### config.mk
export PLATFORM = sky130hd
export DESIGN_NAME = rob_commit_unit
export DESIGN_NICKNAME = d
export VERILOG_FILES = /design/src/rtl/rob_commit_unit.sv
export SDC_FILE = /design/constraint.sdc
export NUM_CORES = 1
export LEC_CHECK = 0
export CAP_MARGIN = 20
export CORE_UTILIZATION = 35
export CTS_CLUSTER_SIZE = 30
export DETAILED_ROUTE_END_ITERATION = 10
export SYNTH_ARGS = -nofsm -noshare
export SYNTH_HDL_FRONTEND = slang
export SYNTH_SLANG_ARGS = --single-unit
export TNS_END_PERCENT = 100
### constraint.sdc
create_clock -name clk -period 2.85 [get_ports clk]
set_input_delay 0.4275 -clock clk [delete_from_list [all_inputs] [get_ports clk]]
set_output_delay 0.4275 -clock clk [all_outputs]
set_load 0.05 [all_outputs]
### src/rtl/rob_commit_unit.sv
// In-order ROB retirement: pops completed heads, updates the RRAT, frees superseded
// pregs, and drives flush/redirect on a mispredicted head. Optional RVFI: COMMIT_RVFI_EN.
module rob_commit_unit #(
  parameter int unsigned NUM_PREGS  = 64,
  parameter int unsigned FLUSH_HOLD = 2,
  localparam int unsigned PHYS_W    = $clog2(NUM_PREGS)
) (
  input  logic                clk,
  input  logic                rst,
  input  logic                rob_empty,
  input  logic                head_commit,
  input  logic                head_regf_we,
  input  logic [4:0]          head_rd,
  input  logic [PHYS_W-1:0]   head_pd,
  input  logic                head_is_branch,
  input  logic [31:0]         head_pred_pc,
  input  logic [31:0]         head_calc_pc,
  output logic                dequeue,
  output logic                free_valid,
  output logic [PHYS_W-1:0]   free_preg,
  input  logic                free_ready,
  output logic                branch_mispredict,
  output logic [31:0]         redirect_pc,
  output logic                recover_busy,
  output logic [32*PHYS_W-1:0] rrat_map,
  output logic                rvfi_valid,
  output logic [63:0]         rvfi_order
);

  localparam int unsigned CntW = (FLUSH_HOLD > 1) ? $clog2(FLUSH_HOLD) : 1;

  typedef enum logic [1:0] {StRun, StFlush, StHold} state_e;

  state_e            state_q, state_d;
  logic [CntW-1:0]   hold_cnt_q, hold_cnt_d;
  logic [PHYS_W-1:0] rrat_q [32];
  logic [31:0]       redirect_pc_q;
  logic              cand, needs_free, mispredict;

  // Free handshake and dequeue complete together; free_valid never waits on free_ready.
  always_comb begin
    cand       = (state_q == StRun) && !rob_empty && head_commit;
    needs_free = head_regf_we && (head_rd != 5'd0);
    free_valid = cand && needs_free;
    free_preg  = rrat_q[head_rd];
    dequeue    = cand && (!needs_free || free_ready);
    mispredict = dequeue && head_is_branch && (head_calc_pc != head_pred_pc);
  end

  always_ff @(posedge clk) begin
    if (rst) begin
      state_q    <= StRun;
      hold_cnt_q <= '0;
    end else begin
      state_q    <= state_d;
      hold_cnt_q <= hold_cnt_d;
    end
  end

  always_comb begin
    state_d    = state_q;
    hold_cnt_d = hold_cnt_q;
    unique case (state_q)
      StRun: begin
        if (mispredict) state_d = StFlush;
      end
      StFlush: begin
        state_d    = StHold;
        hold_cnt_d = CntW'(FLUSH_HOLD - 1);
      end
      StHold: begin
        if (hold_cnt_q == '0) state_d = StRun;
        else                  hold_cnt_d = hold_cnt_q - CntW'(1);
      end
      default: state_d = StRun;
    endcase
  end

  always_comb begin
    branch_mispredict = (state_q == StFlush);
    recover_busy      = (state_q != StRun);
    redirect_pc       = redirect_pc_q;
  end

  always_ff @(posedge clk) begin
    if (rst) begin
      for (int i = 0; i < 32; i++) rrat_q[i] <= PHYS_W'(i);
      redirect_pc_q <= '0;
    end else begin
      if (dequeue && needs_free) rrat_q[head_rd] <= head_pd;
      if (mispredict)            redirect_pc_q   <= head_calc_pc;
    end
  end

  always_comb begin
    rrat_map = '0;
    for (int i = 0; i < 32; i++) rrat_map[i*PHYS_W +: PHYS_W] = rrat_q[i];
  end

`ifdef COMMIT_RVFI_EN
  logic        rvfi_valid_q;
  logic [63:0] rvfi_order_q;

  // Order advances after each report, so a report carries the count of prior retirements.
  always_ff @(posedge clk) begin
    if (rst) begin
      rvfi_valid_q <= 1'b0;
      rvfi_order_q <= '0;
    end else begin
      rvfi_valid_q <= dequeue;
      if (rvfi_valid_q) rvfi_order_q <= rvfi_order_q + 64'd1;
    end
  end

  assign rvfi_valid = rvfi_valid_q;
  assign rvfi_order = rvfi_order_q;
`else
  assign rvfi_valid = 1'b0;
  assign rvfi_order = 64'd0;
`endif

endmodule
==> impl_metrics.toml, run 1 <==
[pwr]
power_mw = 8.37
p_per_area_nw_per_um2 = 540
p_leak_nw = 5.28
vdd_drop_max_mv = 0.390

[clock_network]
cts_buffers = 26
cts-root-buf = "clkbuf_16"
htree_num_levels = 1
numClockSinks = 227
insertion_delay_ps = 520
tritoncts = "built"
cts_hold_buf = 0
cts_setup_buffers = 0
post_cts_resized = 1
clkSlewWorstSetupHoldPaths_ps = 60
cts_buffer_depth = 3

[timing]
post-route-min-period_ps = 2750
tightest_slew_ps = 916
clock_skew_ps = 12.9
fmax_mhz = 364
rsz0062_at_grt = "no"
slew_violations = 0
slew_headroom_pct = 39.0
hold_violations = 0
fin_crit_sh_pct = 96.3
finalSetupViolations = 0

[setup_path]
cp-start-kind = "input pin"
timing.critical_path.buf_inv = 3
crit_start = "head_rd[3]"
slowest_delay_ps = 500
path_cells = "clkdlybuf4s50_1 -> buf_4 -> nand2_1 -> nor2_1 -> a22oi_1 -> nand4_1 -> buf_12"
r2r_setup_slack_ps = 400
reg2reg_from = "state_q[0]"
crit_slowest_cell = "nor2_1"
cp_max_fo = 13
rr_worst_depth = 8
end_kind = "output pin"
critPathTopFamily = "buffers and inverters"
regToRegEndpoint = "rrat_q[16][2]"
worstSetupPathType = "in -> out"
cp.arrival_ps = 2320
cp_data_required_time_ps = 2420

[synthesis]
yosys.area.top_type = "edfxtp_1"
yosys_warnings = 0
synth_compound_area_share_pct = 2.18
postSynth.asyncResetShare_pct = 0
synth_cell_types = 36
netlist_instances = 840
synth_ff_type = "edfxtp_1"
avgSynthCellArea_um2 = 13.3
synth-simple-area-share_pct = 16.9
yosys_register_bits = 227
synth-edff-count = 192
netlist_area_um2 = 11200
synth-adder-area-share_pct = 0.448
synth_top_family_by_area = "simple AND/OR/NAND/NOR gates"
synth_mux_area_share_pct = 12.7
synth_top_area_share_pct = 51.6
synthXorXnorAreaFrac_pct = 2.51
seq_area_frac_synth_pct = 57.9
synthTopCellsByArea = "edfxtp_1 52%, mux4_2 9.7%, dfxtp_1 6.3%"

[die]
rows = 65
die_w_um = 181
io-pin-count = 381
design.core.area_um2 = 31500
start_util_pct = 35.5
dieArea_um2 = 32600
die_height_um = 181

[routing]
drtPass1Iterations = 5
viasPerCell = 5.00
antenna_left = 0
drt-initial-drc-count = 569
num_vias = 7919
post-route-drc-count = 0
wirelength_um = 35200
wl_per_cell_um = 22.2

[place]
place_congestion = 0.857
placed_area_um2 = 14700
port_buffers = 315
hpwl_um = 26000

[global_routing]
antenna_found_initial = 2
grt_usage_pct = 21.3
grt_pass1_vias = 7941
grt_pass1_wl_um = 51600
globalRouteOverflowTotal = 0
grt_max_degree = 75

[cells_and_area]
layout_commonest_cell = "clkdlybuf4s50_1"
area_growth_pct = 38.6
mostFrequentLayoutCells = "304 x clkdlybuf4s50_1, 192 x edfxtp_1, 107 x and2_1"
nNetsFinal = 1249
drive_above_1_share_pct = 13.9
fin_area_um2 = 15500
n_fill_cell = 2722

[status]
outcome = "complete, no violations"

[hold_path]
whs_endpoint = "state_q[1]"
hp-class = "reg -> reg"
hold_path_depth = 2
hp-start = "state_q[1]"

[flow_run]
drv_cap = 0
flip-flops by register name (all words and copies together) (netlist names):
register     flops
hold_cnt_q       1
rrat_q         192
redirect_pc     32
state_q          2
per-stage QoR:
step | util, % | instances | setup slack (ps) | hold slack (ps) | TNS (ps)
after floorplan | - | 910 | 151 | 466 | 0
after global routing | 49.2 | 1583 | 53.8 | 520 | 0
after global placement | 46.8 | 1537 | 12.0 | 471 | 0
after CTS | 49.2 | 1583 | 103 | 497 | 0
after detailed placement | 46.8 | 1537 | -0.925 | 484 | -0.925
final | 49.2 | 1585 | 105 | 492 | 0
cell usage after synthesis (all sizes together), types with 3 or more instances:
library cell and n:
mux4 48, edfxtp 192, and2 107, or2 32, mux2i 34, or3 81
nand3b 4, buf 81, inv 3, nand2 5, nand4 8, xor2 32
dfxtp 35, a22oi 24, nor2 68, nor4 9, ha 4, clkbuf 52
nand2b 4
power breakdown:
| part | internal, mW | switching [mW] |
|---|---|---|
| clock network | 1.73 | 1.30 |
| logic | 0.543 | 1.04 |
| registers | 3.69 | 0.0696 |
worst max-delay path by stage:
stage / endpoint / slack, ps / cells after the start
floorplan: free_preg[0] / 150 / 6
global placement: free_preg[5] / 10 / 6
detailed placement: free_preg[5] / -0.9 / 6
CTS: free_preg[0] / 100 / 4
global route: free_preg[5] / 50 / 7
finish: free_preg[5] / 100 / 7
layout make-up:
type / instances / area, µm² / share of cell area (%)
Timing Repair Buffer: 358 / 3600 / 23.2
Clock buffer: 36 / 709 / 4.58
Antenna cell: 2 / 5.00 / 0.0323
Inverter: 3 / 11.3 / 0.0727
Clock inverter: 10 / 48.8 / 0.315
Multi-Input combinational cell: 547 / 4150 / 26.8
Tap cell: 402 / 503 / 3.25
Sequential cell: 227 / 6470 / 41.7
layer usage:
layer	vias up	share of wire [%]	GRT usage, %
met1	3895	40	26.7
li1	3571	-	-
met5	-	0	0
met4	0	2.5	5.98
met3	52	9.2	5.98
met2	401	48	35.7
logic make-up after synthesis:
kind of cell / count (synthesis)
simple gates: 329
flops: 227
buf+inv: 136
mux: 82
xor+xnor: 32
compound gates: 29
fa+ha+maj: 4
other cells: 1
tightest hold or removal path, stage by stage, from the launching register on:
cell and delay [ps]:
dfxtp_1 320, nand2b_1 60, mux2i_1 60
Power figures use the tool's default switching activity.
==> run 2, diff against run 1 <==
Settings changed: PLACE_DENSITY from default to 0.65.
==> impl_metrics.toml, run 2 (same netlist as run 1, synthesis figures left out) <==
[timing]
rsz0062_at_grt = "no"
timing.hold.ws_ps = 463
fin_crit_sh_pct = 96.8
fin_setup_tns_ps = 0
fmax_mhz = 362
clock_skew_ps = 24.8
slew_violations = 0
hold_violations = 0
finalSetupViolations = 0
tightest_slew_ps = 794
post-route-min-period_ps = 2760
slew_headroom_pct = 46.7

[hold_path]
hp-class = "in -> reg"

[routing]
post-route-drc-count = 0
drt-initial-drc-count = 611
wirelength_um = 35700
drtPass1Iterations = 5
antenna_left = 0
viasPerCell = 4.98
wl_per_cell_um = 22.4
num_vias = 7929

[die]
io-pin-count = 381
die_height_um = 181
start_util_pct = 35.5
dieArea_um2 = 32600
die_w_um = 181
rows = 65
design.core.area_um2 = 31500

[setup_path]
cp_max_fo = 10
end_kind = "output pin"
worstSetupPathType = "in -> out"
cp.arrival_ps = 2330
cp_data_required_time_ps = 2420
cp-start-kind = "input pin"

[pwr]
vdd_drop_max_mv = 0.364
switchingPower_mw = 2.45
p_sw_share_pct = 28.9
p_per_area_nw_per_um2 = 542
clkPwrFrac_pct = 36.6
p_leak_nw = 5.34
seq_power_share_pct = 44.4
p_int_mw = 6.01
comb_power_share_pct = 19.0

[clock_network]
cts_buffer_depth = 3
htree_num_levels = 1
cts_hold_buf = 0
post_cts_resized = 0
clkSlewWorstSetupHoldPaths_ps = 60
cts_buffers = 26
cts_setup_buffers = 0
insertion_delay_ps = 530
numClockSinks = 227
cts-root-buf = "clkbuf_16"
tritoncts = "built"

[global_routing]
antenna_found_initial = 0
grt_max_degree = 62
globalRouteOverflowTotal = 0
grt_usage_pct = 21.5
grt_pass1_wl_um = 52000
grt_pass1_vias = 7921

[cells_and_area]
utilization_pct = 49.5
fin_cells = 1592
drive_above_1_share_pct = 14.8
nNetsFinal = 1258
diodes = 0
mostFrequentLayoutCells = "304 x clkdlybuf4s50_1, 192 x edfxtp_1, 107 x and2_1"
largest-register = "rrat_q"
largest_reg_flops = 192
fin_area_um2 = 15600
layout_commonest_cell = "clkdlybuf4s50_1"
area_growth_pct = 39.5

[place]
place_congestion = 0.905
placed_area_um2 = 14800
placedCellCount = 1546
hpwl_um = 27100
port_buffers = 315

[status]
outcome = "complete, no violations"

[flow_run]
drv_cap = 0
run 2: cell types whose count changed in the layout (fill, tap and decap cells not counted), sizes merged:
cell	before	now
buf	54	63
diode	2	0
bufinv	0	1
clkbuf	36	32
clkinv	8	11
inv	3	4
clkinvlp	2	1
run 2: area by class of cell:
| type | count | area [µm²] |
|---|---|---|
| inverters | 3 | 11.3 |
| repair buffers | 367 | 3670 |
| flip-flops and latches | 227 | 6470 |
| well taps | 402 | 503 |
| clock inverters | 14 | 108 |
| fillers | 2704 | 15900 |
| clock buffers | 32 | 673 |
| multi-input cells | 547 | 4160 |
run 2: critical path, cell delays in order:
cell,delay [ps]
clkdlybuf4s50_1,470
buf_4,200
nor3b_1,600
a22oi_1,160
buf_4,170
nand4_1,140
buf_12,150
run 2: layer usage:
layer | GRT usage, % | wire length, µm | up-vias
met5 | 0 | 0 | -
met4 | 5.74 | 804 | 0
met3 | 5.90 | 3020 | 48
met2 | 37.1 | 17600 | 389
met1 | 26.3 | 14200 | 3902
li1 | - | - | 3590
run 2: path summary, 6_finish.rpt:
| kind | to | slack, ps | cells past startpoint | from |
|---|---|---|---|---|
| max | free_preg[1] | 90 | 7 | head_rd[2] |
| min | rrat_q[0][0] | 460 | 2 | rst |
| max reg2reg | rrat_q[12][0] | 420 | 8 | state_q[0] |
| min reg2reg | state_q[0] | 500 | 2 | state_q[0] |
run 2: power by group through the flow:
stage	sequential [mW]	combinational, mW	clock [mW]
2_1_floorplan	4.09	0.806	0
3_3_place_gp	3.82	1.59	0
3_5_place_dp	3.82	1.61	0
4_1_cts	3.76	1.61	3.15
5_1_grt	3.76	1.68	3.26
6_report	3.76	1.60	3.09
run 2: per-stage QoR:
stage	setup WS [ps]	total power, mW
floorplan	151	4.90
global placement	-25.4	5.42
detailed placement	-77.5	5.43
CTS	86.2	8.51
global route	13.0	8.71
finish	90.8	8.45
